==> config.mk <==
export PLATFORM = sky130hd
export DESIGN_NAME = draw_scheduler
export DESIGN_NICKNAME = d
export VERILOG_FILES = /design/src/rtl/draw_scheduler.sv
export SDC_FILE = /design/constraint.sdc
export NUM_CORES = 1
export LEC_CHECK = 0
export ABC_AREA = 1
export BUFFER_PORTS_ARGS = -buffer_cell sky130_fd_sc_hd__buf_4
export CAP_MARGIN = 20
export CELL_PAD_IN_SITES_DETAIL_PLACEMENT = 1
export CELL_PAD_IN_SITES_GLOBAL_PLACEMENT = 1
export CORE_MARGIN = 2
export CORE_UTILIZATION = 31
export DETAILED_ROUTE_END_ITERATION = 12
export GPL_ROUTABILITY_DRIVEN = 1
export PLACE_DENSITY_LB_ADDON = 0.25
export SYNTH_ARGS = -nofsm -noshare
export SYNTH_HDL_FRONTEND = slang
export SYNTH_SLANG_ARGS = --single-unit
==> constraint.sdc <==
create_clock -name clk -period 1.64 [get_ports clk]
set_input_delay 0.246 -clock clk [delete_from_list [all_inputs] [get_ports clk]]
set_output_delay 0.246 -clock clk [all_outputs]
set_load 0.05 [all_outputs]
==> src/rtl/draw_scheduler.sv <==
`default_nettype none
// ============================================================================
// Module  : draw_scheduler
// Purpose : Runs one drawing job (optional screen clear, then shape) and
//           muxes, clips and counts the active engine's plots onto the VGA port.
// Revision: 1.0 - initial release
// ============================================================================
module draw_scheduler #(
    parameter int unsigned SCREEN_W = 160,
    parameter int unsigned SCREEN_H = 120,
    parameter bit          CLEAR_EN = 1'b1
) (
    input  logic        clk,
    input  logic        rst,

    input  logic        start,
    output logic        done,
    output logic        busy,

    output logic        fs_start,
    input  logic        fs_done,
    input  logic [7:0]  fs_x,
    input  logic [6:0]  fs_y,
    input  logic [2:0]  fs_colour,
    input  logic        fs_plot,

    output logic        sh_start,
    input  logic        sh_done,
    input  logic [7:0]  sh_x,
    input  logic [6:0]  sh_y,
    input  logic [2:0]  sh_colour,
    input  logic        sh_plot,

    output logic [7:0]  vga_x,
    output logic [6:0]  vga_y,
    output logic [2:0]  vga_colour,
    output logic        vga_plot,

    output logic [14:0] pix_count
);

    typedef enum logic [1:0] {
        S_IDLE  = 2'd0,
        S_CLEAR = 2'd1,
        S_DRAW  = 2'd2,
        S_DONE  = 2'd3
    } state_t;

    // One extra bit so a screen size equal to the coordinate range still works.
    localparam logic [8:0]  c_screen_w = 9'(SCREEN_W);
    localparam logic [7:0]  c_screen_h = 8'(SCREEN_H);
    localparam logic [14:0] c_pix_max  = 15'h7FFF;

    state_t      r_state;
    state_t      w_next;

    logic        w_active;
    logic [7:0]  w_sel_x;
    logic [6:0]  w_sel_y;
    logic [2:0]  w_sel_colour;
    logic        w_sel_plot;
    logic        w_on_screen;
    logic        w_plot_next;
    logic        w_job_start;

    always_ff @(posedge clk) begin
        if (rst) begin
            r_state <= S_IDLE;
        end else begin
            r_state <= w_next;
        end
    end

    always_comb begin
        w_next = r_state;
        case (r_state)
            S_IDLE:  if (start)   w_next = CLEAR_EN ? S_CLEAR : S_DRAW;
            S_CLEAR: if (fs_done) w_next = S_DRAW;
            S_DRAW:  if (sh_done) w_next = S_DONE;
            S_DONE:  if (!start)  w_next = S_IDLE;
            default:              w_next = S_IDLE;
        endcase
    end

    // Source select follows the current state, so a plot issued together with
    // the engine's done is still forwarded.
    always_comb begin
        w_active     = (r_state == S_CLEAR) || (r_state == S_DRAW);
        w_sel_x      = sh_x;
        w_sel_y      = sh_y;
        w_sel_colour = sh_colour;
        w_sel_plot   = 1'b0;
        if (r_state == S_CLEAR) begin
            w_sel_x      = fs_x;
            w_sel_y      = fs_y;
            w_sel_colour = fs_colour;
            w_sel_plot   = fs_plot;
        end else if (r_state == S_DRAW) begin
            w_sel_plot   = sh_plot;
        end
        w_on_screen = ({1'b0, w_sel_x} < c_screen_w) && ({1'b0, w_sel_y} < c_screen_h);
        w_plot_next = w_sel_plot && w_on_screen;
        w_job_start = (r_state == S_IDLE) && start;
    end

    always_ff @(posedge clk) begin
        if (rst) begin
            done       <= 1'b0;
            busy       <= 1'b0;
            fs_start   <= 1'b0;
            sh_start   <= 1'b0;
            vga_x      <= 8'd0;
            vga_y      <= 7'd0;
            vga_colour <= 3'd0;
            vga_plot   <= 1'b0;
            pix_count  <= 15'd0;
        end else begin
            done     <= (w_next == S_DONE);
            busy     <= (w_next == S_CLEAR) || (w_next == S_DRAW);
            fs_start <= (w_next == S_CLEAR);
            sh_start <= (w_next == S_DRAW);
            if (w_active) begin
                vga_x      <= w_sel_x;
                vga_y      <= w_sel_y;
                vga_colour <= w_sel_colour;
            end
            vga_plot <= w_plot_next;
            if (w_job_start) begin
                pix_count <= 15'd0;
            end else if (w_plot_next && (pix_count != c_pix_max)) begin
                pix_count <= pix_count + 15'd1;
            end
        end
    end

endmodule
`default_nettype wire

==> run_results.csv, run 1 <==
group,metric,value,unit
run_status,outcome,"finished, violations left",
run_status,violations,"negative setup slack",
global_route,grt_antenna_before_repair,0,
layout,area_growth,55.5,%
drt,drtPass1Iterations,4,
sta,rsz0062_at_grt,"yes",
sta,maxSlewViolCount,0,
power,switching_power,1510,µW
layout,drive_above_1_share,0.435,
global_route,grt_pass1_wl,11100,µm
yosys,ys_seq_area_frac,0.354,
die,io_pins,81,
die,dieArea,0.00799,mm²
sta,setup_ws,-1.68,ps
critical_path,setup.worst_path.class,"reg2reg",
critical_path,critPathTopFamily,"simple AND/OR/NAND/NOR gates",
sta,worst_pin_slew,416,ps
power,p_seq_frac,0.323,
critical_path,cp_max_fo,8,
critical_path,critPathMaxStageDelay,330,ps
yosys,synth_nets,377,
power,swShare,0.410,
sta,min_period,1640,ps
clock_tree,cts_buffers,5,
global_route,gr-usage-all-layers,0.179,
sta,hold_slack,224,ps
drt,ant_nets,0,
clock_tree,clk_pin_slew,80,ps
yosys,netlist_instances,324,
critical_path,endpoint_kind,"flip-flop",
layout,num_antenna_cells,0,
die,die_y,89.4,µm
yosys,synth_area_leaders,"dfxtp_1 35%, nand2_1 15%, nand3_1 7.3%, inv_1 6.8%, ha_1 5.5%",
critical_path,cp_slowest_cell,"dfxtp_2",
global_route,grt_max_degree,23,
sta,post-route-period-util,1.00,
drt,wire_per_inst,13.5,µm
placement,port_buffers,80,
yosys,synth_seq_cells,40,
clock_tree,h-tree-depth,2,
yosys,yosys.cell_types.count,26,
yosys,synth.top_cell.area_share,0.354,
power,vdd_drop_max,0.000601,V
layout,final_area,0.00351,mm²
die,design.core.area,0.00714,mm²
placement,dp_hpwl,5470,µm
global_route,grt_pass1_vias,2478,
die,placementRows,31,
sta,max_freq,609,MHz
global_route,grt_overflow,0,
critical_path,cp_cell_sequence,"inv_2 -> ha_4 -> buf_6 -> nand2_2 -> nand2_2 -> nand2_2 -> nand2_2 -> nand2_4 -> nor2_8 -> buf_12 -> nand3_2 -> a21oi_2",
job,maxCapViolations,0,
power,p_leak,0.00165,µW
power,p_clk_frac,0.223,
power,powerDensity,1050,mW/mm²
critical_path,cp_data_arrival_time,1870,ps
min_path,min_path_cells,2,
sta,relSlewSlack,0.723,
power,p_comb_frac,0.454,
critical_path,crit_cells,12,
critical_path,crit_required,1870,ps
drt,drtIter0Drc,76,
clock_tree,clock_latency,300,ps
critical_path,worstRegToRegCells,12,
sta,final.setup.tns,-3.04,ps
clock_tree,cts-root-buf,"clkbuf_8",
yosys,syn-cell-area,0.00226,mm²
min_path,hold_path.class,"in2reg",
layout,fillerInstances,932,
drt,drc,0,
placement,place_area,0.00321,mm²
clock_tree,cts_buffer_depth,2,
critical_path,cp-start-kind,"flip-flop",
drt,drt-vias-per-instance,4.66,
placement,pre_cts_ws,-24.0,ps
die,initial_core_util,0.317,
critical_path,cp.buffers_inverters,3,
yosys,yosysWarnings,0,
sta,setup_violations,2,
sta,finalHoldViolations,0,
die,die_w,89.4,µm
clock_tree,cts_tree,"built",
critical_path,cpMostUsedCell,"nand2_2",
layout,nNetsFinal,484,
clock_tree,clock-sinks,40,
yosys,avgSynthCellArea,6.97,µm²
drt,wl,7190,µm
placement,globalplace.congestion,0.837,
yosys,synth_top_area_cell,"dfxtp_1",
power,p_int,2180,µW
drt,vias,2476,
sta,clock_skew,4.45,ps
## registers in the layout, indices dropped and copies added (netlist names)
name,cells
pix_count,15
vga_x,8
vga_y,7
vga_colour,3
r_state,2
busy,1
done,1
fs_start,1
sh_start,1
vga_plot,1
## per-layer routing
metal	wire length [µm]	track usage	vias to the layer above
met2	3770	0.327	53
met4	85	0.0461	0
met5	0	0	-
met1	2940	0.204	1171
li1	-	-	1242
met3	398	0.0517	10
## placed cells by master (no fill, tap or decap), types with 3 or more instances in the layout
| master | Yosys | routed |
|---|---|---|
| o21ai_0 | 9 | 5 |
| inv_1 | 41 | 37 |
| nand4_1 | 5 | 5 |
| nand2_1 | 93 | 85 |
| xnor2_1 | 3 | 3 |
| o21ai_1 | 0 | 4 |
| nand3_1 | 33 | 19 |
| nor2_1 | 30 | 29 |
| a21oi_2 | 10 | 14 |
| xor2_1 | 4 | 4 |
| a21oi_1 | 7 | 3 |
| buf_4 | 0 | 107 |
| clkbuf_8 | 0 | 5 |
| buf_12 | 0 | 5 |
| nand3_2 | 1 | 14 |
| inv_2 | 1 | 4 |
| o211ai_1 | 13 | 13 |
| dfxtp_2 | 0 | 10 |
| nand2_2 | 2 | 10 |
| ha_1 | 10 | 6 |
| dfxtp_1 | 40 | 28 |
## metrics by stage
step | utilization | std cells | total power (µW)
floorplan | - | 324 | 2220
global placement | 0.449 | 516 | 2720
detailed placement | 0.449 | 516 | 2760
CTS | 0.465 | 524 | 3590
global route | 0.492 | 531 | 3910
finish | 0.492 | 531 | 3690
## synthesized netlist by cell type
cell / n
a21oi_1: 7
nand4_1: 5
xnor2_1: 3
buf_2: 1
nand2_4: 3
nand2_1: 93
nor2_1: 30
nor2_4: 1
inv_1: 41
nand2_2: 2
clkbuf_1: 8
buf_6: 4
nor2_2: 1
nor2_8: 1
clkinv_1: 1
o21ai_0: 9
nand3_1: 33
inv_2: 1
a21oi_2: 10
nor3_1: 1
o2111ai_1: 1
dfxtp_1: 40
xor2_1: 4
o211ai_1: 13
nand3_2: 1
ha_1: 10
## layout make-up
class	count	area [µm²]	area share
multi-input cells	228	1380	0.392
inverters	43	166	0.0474
clock inverters	3	42.5	0.0121
flip-flops and latches	40	821	0.234
repair buffers	113	915	0.260
clock buffers	5	68.8	0.0196
well taps	99	124	0.0353
## worst paths after layout
kind                            slack [ps]       start           end
worst max-delay path                    -2  r_state[1]  pix_count[3]
worst min-delay path                   220         rst      sh_start
worst max register to register          -2  r_state[1]  pix_count[3]
worst min register to register         490    vga_x[2]      vga_x[2]
## logic make-up (layout without fill, tap and decap cells)
family,after synthesis,after routing,synth area share
buf+inv,56,164,0.107
simple gates,171,171,0.335
fa+ha+maj,10,10,0.0554
compound gates,40,40,0.121
xor+xnor,7,7,0.0271
flops,40,40,0.354
## repair_timing
action / in CTS / in global routing
gates resized for setup: 2 / 43
hold buffers: 0 / 0
endpoints found under the setup margin: 16 / 18
setup buffers: 0 / 7
pin swaps: 1 / 20
## power groups by stage
| stage | logic (µW) | registers [µW] | clock network (µW) |
|---|---|---|---|
| 6_report | 1680 | 1190 | 822 |
| 3_3_place_gp | 1520 | 1210 | 0 |
| 3_5_place_dp | 1550 | 1210 | 0 |
| 2_1_floorplan | 574 | 1640 | 0 |
| 4_1_cts | 1560 | 1190 | 844 |
| 5_1_grt | 1820 | 1210 | 891 |
Power figures use the tool's default switching activity.
==> inputs of run 2 (changes only) <==
Settings changed: PLACE_DENSITY_LB_ADDON 0.25 to 0.1.
==> run_results.csv, run 2 (synthesis results as in run 1) <==
group,metric,value,unit
sta,rsz0062_at_grt,"yes",
clock_tree,clock-sinks,40,
sta,setup_violations,15,
placement,dp_hpwl,5780,µm
global_route,grt_overflow,0,
layout,largest_register_ffs,15,
placement,port_buffers,80,
drt,drt-vias-per-instance,4.71,
critical_path,crit_required,1840,ps
die,design.core.area,0.00714,mm²
sta,post-route-period-util,1.08,
global_route,grt_pass1_vias,2588,
sta,finalHoldViolations,0,
layout,utilization,0.524,
min_path,hold_path.class,"in2reg",
run_status,violations,"negative setup slack",
critical_path,cp-start-kind,"flip-flop",
critical_path,critPathTopFamily,"buffers and inverters",
global_route,gr-usage-all-layers,0.192,
drt,wire_per_inst,14.6,µm
clock_tree,cts_buffers,5,
global_route,grt_max_degree,28,
critical_path,cp_slowest_cell,"dfxtp_2",
critical_path,cp_cell_sequence,"inv_2 -> ha_4 -> buf_12 -> clkinv_8 -> nand2_2 -> nand2_2 -> nand2_2 -> nor2_4 -> nor2_8 -> buf_4 -> buf_4 -> a21oi_2 -> nor2_1",
sta,final.setup.tns,-1070,ps
die,die_w,89.4,µm
clock_tree,cts-root-buf,"clkbuf_8",
global_route,grt_antenna_before_repair,0,
die,die_y,89.4,µm
power,vdd_drop_max,0.000437,V
layout,num_antenna_cells,0,
clock_tree,postCtsHoldBufs,0,
critical_path,cpMostUsedCell,"nand2_2",
clock_tree,cts_buffer_depth,2,
drt,drtPass1Iterations,4,
power,p_leak,0.00177,µW
global_route,grt_pass1_wl,12000,µm
sta,worst_pin_slew,422,ps
min_path,worstHoldStart,"rst",
critical_path,worstReg2RegStart,"r_state[1]",
power,powerDensity,1040,mW/mm²
drt,vias,2584,
critical_path,critPathMaxStageDelay,350,ps
drt,drtIter0Drc,71,
drt,ant_nets,0,
layout,layout_commonest_cell,"buf_4",
sta,max_freq,567,MHz
layout,reg_top3,"pix_count (15), vga_x (8), vga_y (7)",
clock_tree,clk_pin_slew,90,ps
critical_path,setup.worst_path.class,"reg2reg",
critical_path,cp-startpoint,"r_state[1]",
clock_tree,cts_tree,"built",
clock_tree,clock_latency,300,ps
layout,drive_above_1_share,0.471,
critical_path,endpoint_kind,"flip-flop",
drt,wl,8040,µm
die,initial_core_util,0.317,
sta,maxSlewViolCount,0,
job,maxCapViolations,0,
die,placementRows,31,
clock_tree,h-tree-depth,2,
critical_path,cp_data_arrival_time,1960,ps
drt,drc,0,
layout,top_register,"pix_count",
sta,min_period,1760,ps
die,dieArea,0.00799,mm²
die,io_pins,81,
sta,setup_ws,-123,ps
layout,area_growth,65.6,%
critical_path,cp_max_fo,7,
run_status,outcome,"finished, violations left",
placement,globalplace.congestion,0.804,
sta,relSlewSlack,0.718,
layout,nNetsFinal,502,
critical_path,cp.buffers_inverters,5,
layout,final_cell_mix,"118 x buf_4, 74 x nand2_1, 37 x inv_1",
sta,clock_skew,4.77,ps
## run 2: final timing paths
check	to	slack (ps)	depth (start not counted)
setup / recovery	pix_count[14]	-120	13
hold / removal	done	230	2
setup reg to reg	pix_count[14]	-120	13
hold reg to reg	vga_x[2]	490	2
## run 2: worst reg2reg max path: cells and delay by family (launching register included)
family	cells	cell delay [ps]
fa+ha+maj	1	190
compound gates	1	100
flops	1	350
buf+inv	5	510
simple gates	6	510
## run 2: layout make-up
type                    count  area, µm²
flip-flops and latches     40        821
clock buffers               6       72.6
repair inverters            1       3.75
fillers                   906       3400
inverters                  43        174
clock inverters             2       35.0
well taps                  99        124
multi-input cells         229       1440
repair buffers            129       1070
## run 2: per-stage QoR
stage	instance area [µm²]	hold slack, ps	worst slack (ps)	instances	total power, µW
2_1_floorplan	2300	406	1.17	324	2220
3_3_place_gp	3320	461	34.1	531	2800
3_5_place_dp	3320	472	-89.9	531	2840
4_1_cts	3460	233	-35.3	540	3700
5_1_grt	3740	229	-195	549	4130
6_report	3740	234	-123	549	3890
## run 2: what timing repair did
action	CTS	global route
pin swaps	5	15
cloned	1	1
endpoints found under the hold margin	0	0
endpoints found under the setup margin	18	21
resized for setup	9	56
setup buffers	0	9
## run 2: where the power goes
part | internal [µW] | leakage [µW] | total (µW) | switching [µW]
clock | 452 | 0.0000552 | 828 | 376
sequential | 1110 | 0.000333 | 1180 | 77.0
combinational | 735 | 0.00138 | 1880 | 1150
total | 2300 | 0.00177 | 3890 | 1600
## run 2: metal layers
metal	share of wire	GRT usage	routed length [µm]	up-vias
met3	0.058	0.0489	466	11
met1	0.40	0.231	3200	1222
met5	0	0	0	-
li1	-	-	-	1281
met2	0.53	0.347	4270	70
met4	0.012	0.0326	96	0
